===== src/rtl/smlsib_pkg.sv =====
// Shared definitions for the key-locked SIB controller: state encoding,
// capture-pattern bit positions and a constant clog2 helper.
package smlsib_pkg;

   typedef logic [1:0] state_t;

   localparam state_t ST_IDLE     = 2'd0;
   localparam state_t ST_CHECK    = 2'd1;
   localparam state_t ST_UNLOCKED = 2'd2;
   localparam state_t ST_LOCKOUT  = 2'd3;

   localparam int CAP_KEYVALID = 0;
   localparam int CAP_LOCKED   = 1;

   function automatic int clog2(input int value);
      int r;
      r = 0;
      while ((1 << r) < value) begin
         r = r + 1;
      end
      return r;
   endfunction

endpackage


===== src/rtl/smlsib_key_ctrl_comp.sv =====
// Parameterized full-width equality comparator; the result is registered
// by the key controller FSM, never used combinationally on an output.
module Comp
   import smlsib_pkg::*;
#(
   parameter int Length = 128
) (
   input  logic [Length-1:0] A,
   input  logic [Length-1:0] B,
   output logic              Match
);

   assign Match = (A == B);

endmodule


===== src/rtl/smlsib_key_ctrl.sv =====
// Key-attempt controller for the key-locked SIB: scan key register,
// compare/unlock/relock sequencing, failure counting and timed lockout.
module smlsib_key_ctrl
   import smlsib_pkg::*;
#(
   parameter int                Length     = 128,
   parameter logic [Length-1:0] KeyValue   = Length'(3476123),
   parameter int                MaxFail    = 3,
   parameter int                LockCycles = 1024
) (
   input  logic                            Clock,
   input  logic                            Rst,
   input  logic                            SI,
   input  logic                            ShiftEN,
   input  logic                            CaptureEN,
   input  logic                            UpdateEn,
   input  logic                            Select,
   input  logic                            Relock,
   output logic                            SO,
   output logic                            KeyValid,
   output logic                            Locked,
   output logic [clog2(MaxFail+1)-1:0]     FailCount
);

   localparam int FW = clog2(MaxFail + 1);
   localparam int TW = (LockCycles > 1) ? clog2(LockCycles) : 1;

   localparam logic [FW-1:0] FAIL_MAX   = FW'(MaxFail);
   localparam logic [FW-1:0] FAIL_REARM = FW'(MaxFail - 1);
   localparam logic [TW-1:0] TIMER_LOAD = TW'(LockCycles - 1);

   state_t            state_q, state_d;
   logic [Length-1:0] kreg_q, kreg_d;
   logic [FW-1:0]     fail_q, fail_d;
   logic [TW-1:0]     timer_q, timer_d;
   logic              keyvalid_q, keyvalid_d;
   logic              locked_q, locked_d;

   logic              key_match;
   logic              do_update, do_capture, do_shift;
   logic [FW-1:0]     fail_inc;
   logic [Length-1:0] cap_pat;

   Comp #(.Length(Length)) u_comp (
      .A     (kreg_q),
      .B     (KeyValue),
      .Match (key_match)
   );

   // One IJTAG op per cycle, Update highest; the one-cycle CHECK window freezes kreg.
   always_comb begin
      do_update  = 1'b0;
      do_capture = 1'b0;
      do_shift   = 1'b0;
      if (Select && (state_q != ST_CHECK)) begin
         if (UpdateEn) begin
            do_update = 1'b1;
         end else if (CaptureEN) begin
            do_capture = 1'b1;
         end else if (ShiftEN) begin
            do_shift = 1'b1;
         end
      end
   end

   always_comb begin
      cap_pat               = '0;
      cap_pat[CAP_KEYVALID] = keyvalid_q;
      cap_pat[CAP_LOCKED]   = locked_q;
   end

   always_comb begin
      kreg_d = kreg_q;
      if (do_capture) begin
         kreg_d = cap_pat;
      end else if (do_shift) begin
         kreg_d = {SI, kreg_q[Length-1:1]};
      end
   end

   assign fail_inc = (fail_q == FAIL_MAX) ? fail_q : fail_q + FW'(1);

   always_comb begin
      state_d    = state_q;
      fail_d     = fail_q;
      timer_d    = timer_q;
      keyvalid_d = keyvalid_q;
      locked_d   = locked_q;
      case (state_q)
         ST_IDLE: begin
            if (do_update) begin
               state_d = ST_CHECK;
            end
         end
         ST_UNLOCKED: begin
            if (Relock) begin
               state_d    = ST_IDLE;
               keyvalid_d = 1'b0;
            end else if (do_update) begin
               state_d = ST_CHECK;
            end
         end
         ST_CHECK: begin
            if (key_match) begin
               state_d    = ST_UNLOCKED;
               keyvalid_d = 1'b1;
               fail_d     = '0;
            end else begin
               keyvalid_d = 1'b0;
               fail_d     = fail_inc;
               if (fail_inc == FAIL_MAX) begin
                  state_d  = ST_LOCKOUT;
                  locked_d = 1'b1;
                  timer_d  = TIMER_LOAD;
               end else begin
                  state_d = ST_IDLE;
               end
            end
         end
         ST_LOCKOUT: begin
            // Leaving one short of MaxFail means a single further miss relocks.
            if (timer_q == '0) begin
               state_d  = ST_IDLE;
               locked_d = 1'b0;
               fail_d   = FAIL_REARM;
            end else begin
               timer_d = timer_q - TW'(1);
            end
         end
         default: begin
            state_d = ST_IDLE;
         end
      endcase
   end

   always_ff @(posedge Clock or posedge Rst) begin
      if (Rst) begin
         state_q    <= ST_IDLE;
         kreg_q     <= '0;
         fail_q     <= '0;
         timer_q    <= '0;
         keyvalid_q <= 1'b0;
         locked_q   <= 1'b0;
      end else begin
         state_q    <= state_d;
         kreg_q     <= kreg_d;
         fail_q     <= fail_d;
         timer_q    <= timer_d;
         keyvalid_q <= keyvalid_d;
         locked_q   <= locked_d;
      end
   end

   assign SO        = kreg_q[0];
   assign KeyValid  = keyvalid_q;
   assign Locked    = locked_q;
   assign FailCount = fail_q;

endmodule


===== config.mk =====
export PLATFORM = sky130hd
export DESIGN_NAME = smlsib_key_ctrl
export DESIGN_NICKNAME = d
export VERILOG_FILES = /design/src/rtl/smlsib_pkg.sv /design/src/rtl/smlsib_key_ctrl_comp.sv /design/src/rtl/smlsib_key_ctrl.sv
export SDC_FILE = /design/constraint.sdc
export NUM_CORES = 1
export LEC_CHECK = 0
export ABC_AREA = 0
export CORE_MARGIN = 1.5
export CORE_UTILIZATION = 61
export DETAILED_ROUTE_END_ITERATION = 6
export PLACE_DENSITY = 0.82
export SLEW_MARGIN = 0
export SYNTH_ARGS = -nofsm -noshare
export SYNTH_HDL_FRONTEND = slang
export SYNTH_HIERARCHICAL = 1
export SYNTH_SLANG_ARGS = --single-unit

===== constraint.sdc =====
create_clock -name Clock -period 11.11 [get_ports Clock]
set_input_delay 1.6665 -clock Clock [delete_from_list [all_inputs] [get_ports Clock]]
set_output_delay 1.6665 -clock Clock [all_outputs]
set_load 0.1 [all_outputs]

==> flow_summary.ini <==
[clock_tree]
numClockSinks = 144
path_clk_slew_ns = 0.06
cts_made_buffers = 17
cts_tree = built
clock_latency_ns = 0.53
ctsHoldBuffers = 0
cts-root-buf = clkbuf_8
clk_path_buf_depth = 2
cts_resized = 0
htree_levels = 4
postCtsSetupRepairBufs = 0

[synthesis]
syn_avg_cell_area_um2 = 12.2
synth_edf_count = 0
synth_ff_type = dfrtp_1
synth.yosys.seq_area_share_pct = 53.5
synthCells = 554
synth_area_mm2 = 0.00674
synth_cell_types = 33
yosysWarnings = 6
async_reset_ff_share_pct = 100
ys_seq_elements = 144

[grt]
overflow = 0
grt_usage_pct = 27.6
antenna_found_initial = 0
grt_first_pass_wirelength_um = 23900
grt_max_degree = 78
grt_pass1_vias = 4751

[timing]
fmaxAchievable_mhz = 263
final.setup.tns_ns = 0
slew_viol_final = 0
worstMarginPinSlew_ns = 1.20
rsz0062_at_grt = false
fin_skew_ns = 0.0176
period_needed_ns = 3.80
relSlewSlack_pct = 19.9
setup_viol_count_final = 0
finalCritPeriodShare_pct = 34.2
hold_violations = 0

[placement]
portBuffers = 12
gp_congestion = 0.832
dp.cells = 806
post-dp-hpwl_um = 9790

[worst_setup_path]
cp_slowest_cell = o21bai_4
crit_fanout = 77
cp_top_family = buffers and inverters
cpPeakStageDelay_ns = 0.98
crit_chain = clkdlybuf4s50_1 -> o21bai_4 -> buf_4 -> a22o_1
startpoint_type = input pin
critPathArrivalTime_ns = 4.25
cp.required_ns = 11.56
crit_path_end_kind = flop
worst-setup-path-type = input pin to flop
path_buf_inv = 2

[die]
row_count = 38
io_pins = 13
chipWidth_um = 108
start_util_pct = 62.5
die_y_um = 108
fp.coreArea_mm2 = 0.0108
die_area_mm2 = 0.0117

[route]
via_count = 4667
wl_um = 14700
via_per_inst = 5.57
ant_nets = 0
drt_iter0_drc = 292
first_pass_iters = 4
drcViolationCount = 0
wl_per_cell_um = 17.5

[cells_and_area]
drive_above_1_share_pct = 5.59
synthToLayoutAreaGrowth_pct = 18.7
diodes = 0
num-fill-cells = 739
nNetsFinal = 694
final_cells = 838

[power]
p_leak_nw = 3.50
power.density_mw_per_mm2 = 163
irDropWorstVdd_mv = 0.146

[run_status]
outcome = finished, final reports clean

[min_path]
hold_class = flop to flop

[flow_run]
cap_violations = 0
[Yosys cell counts, types with 6 or more instances]
master / instances / area share [%]
dfrtp_1: 144 / 53
xnor2_1: 129 / 17
a22o_1: 126 / 16
nand4_1: 35 / 3.2
buf_2: 19 / 1.4
nor2_1: 13 / 0.72
clkbuf_1: 11 / 0.61
nand2_1: 10 / 0.56
nor4_1: 8 / 0.74
mux2i_1: 6 / 0.89
[power by group]
group          internal, mW  switching, mW  leakage (nW)  total, mW
Sequential            0.542         0.0251          1.94      0.567
Combinational        0.0563          0.129          1.27      0.185
Clock                 0.349          0.202         0.286      0.551
Total                 0.947          0.356          3.50       1.30
[per-layer routing]
metal | vias to the layer above | track usage (%) | share of wire (%)
met5 | - | 0 | 0
met4 | 0 | 9.12 | 1.2
met3 | 13 | 7.23 | 5.4
met2 | 111 | 43.4 | 49
met1 | 2348 | 37.5 | 44
li1 | 2195 | - | -
[cell type report]
| class | instances | area, µm² | area share [%] |
|---|---|---|---|
| Tap cell | 140 | 175 | 2.19 |
| Timing Repair Buffer | 16 | 150 | 1.88 |
| Inverter | 5 | 23.8 | 0.297 |
| Sequential cell | 144 | 3600 | 45.0 |
| Clock inverter | 5 | 75.1 | 0.938 |
| Clock buffer | 27 | 502 | 6.27 |
| Multi-Input combinational cell | 501 | 3470 | 43.4 |
[stage by stage]
| stage | total power [mW] | util, % | setup WS, ns | hold slack (ns) | instance area (µm²) |
|---|---|---|---|---|---|
| 6_report | 1.30 | 74.2 | 7.31 | 0.537 | 8000 |
| 4_1_cts | 1.31 | 74.2 | 7.30 | 0.540 | 8000 |
| 2_1_floorplan | 0.716 | - | 5.58 | 0.485 | 7210 |
| 3_5_place_dp | 0.759 | 68.8 | 6.82 | 0.526 | 7430 |
| 5_1_grt | 1.36 | 74.2 | 7.15 | 0.561 | 8000 |
| 3_3_place_gp | 0.754 | 68.8 | 6.88 | 0.511 | 7430 |
[placed cells by master, fill, tap and decap left out, drive strengths merged, types with 4 or more instances in the layout]
cell	count
clkdlybuf4s50	12
nand4	35
xnor2	129
nor4	11
a21oi	5
nor3	4
mux2i	6
conb	128
buf	4
a31oi	5
nor2b	5
a22o	126
nor2	13
nand2	10
clkbuf	27
o21ai	5
dfrtp	144
inv	5
[kinds of logic after synthesis]
family / count (synthesis) / share of synthesized area [%]
xor gates and xnor gates: 129 / 16.8
adders and majority gates: 1 / 0.186
other: 2 / 0.111
AOI/OAI and AO/OA: 149 / 18.5
muxes: 6 / 0.891
and+or+nand+nor: 88 / 7.81
buffers and inverters: 35 / 2.30
DFF: 144 / 53.5
[flip-flops by register name, indices dropped and copies added (netlist names)]
name and count:
Locked 1, KeyValid 1, FailCount 2, timer_q 10
kreg_q 128, state_q 2
[final timing paths]
check                      slack (ns)  depth (start not counted)        start           end
max                              7.31                          4    CaptureEN     kreg_q[4]
min                              0.54                          1  kreg_q[124]   kreg_q[123]
max reg2reg                      8.42                          5   state_q[1]     kreg_q[4]
min reg2reg                      0.54                          1  kreg_q[124]   kreg_q[123]
max in group asynchronous        8.13                          3          Rst   kreg_q[106]
min in group asynchronous        1.62                          2          Rst  FailCount[1]
(Power assumes the default switching activity.)
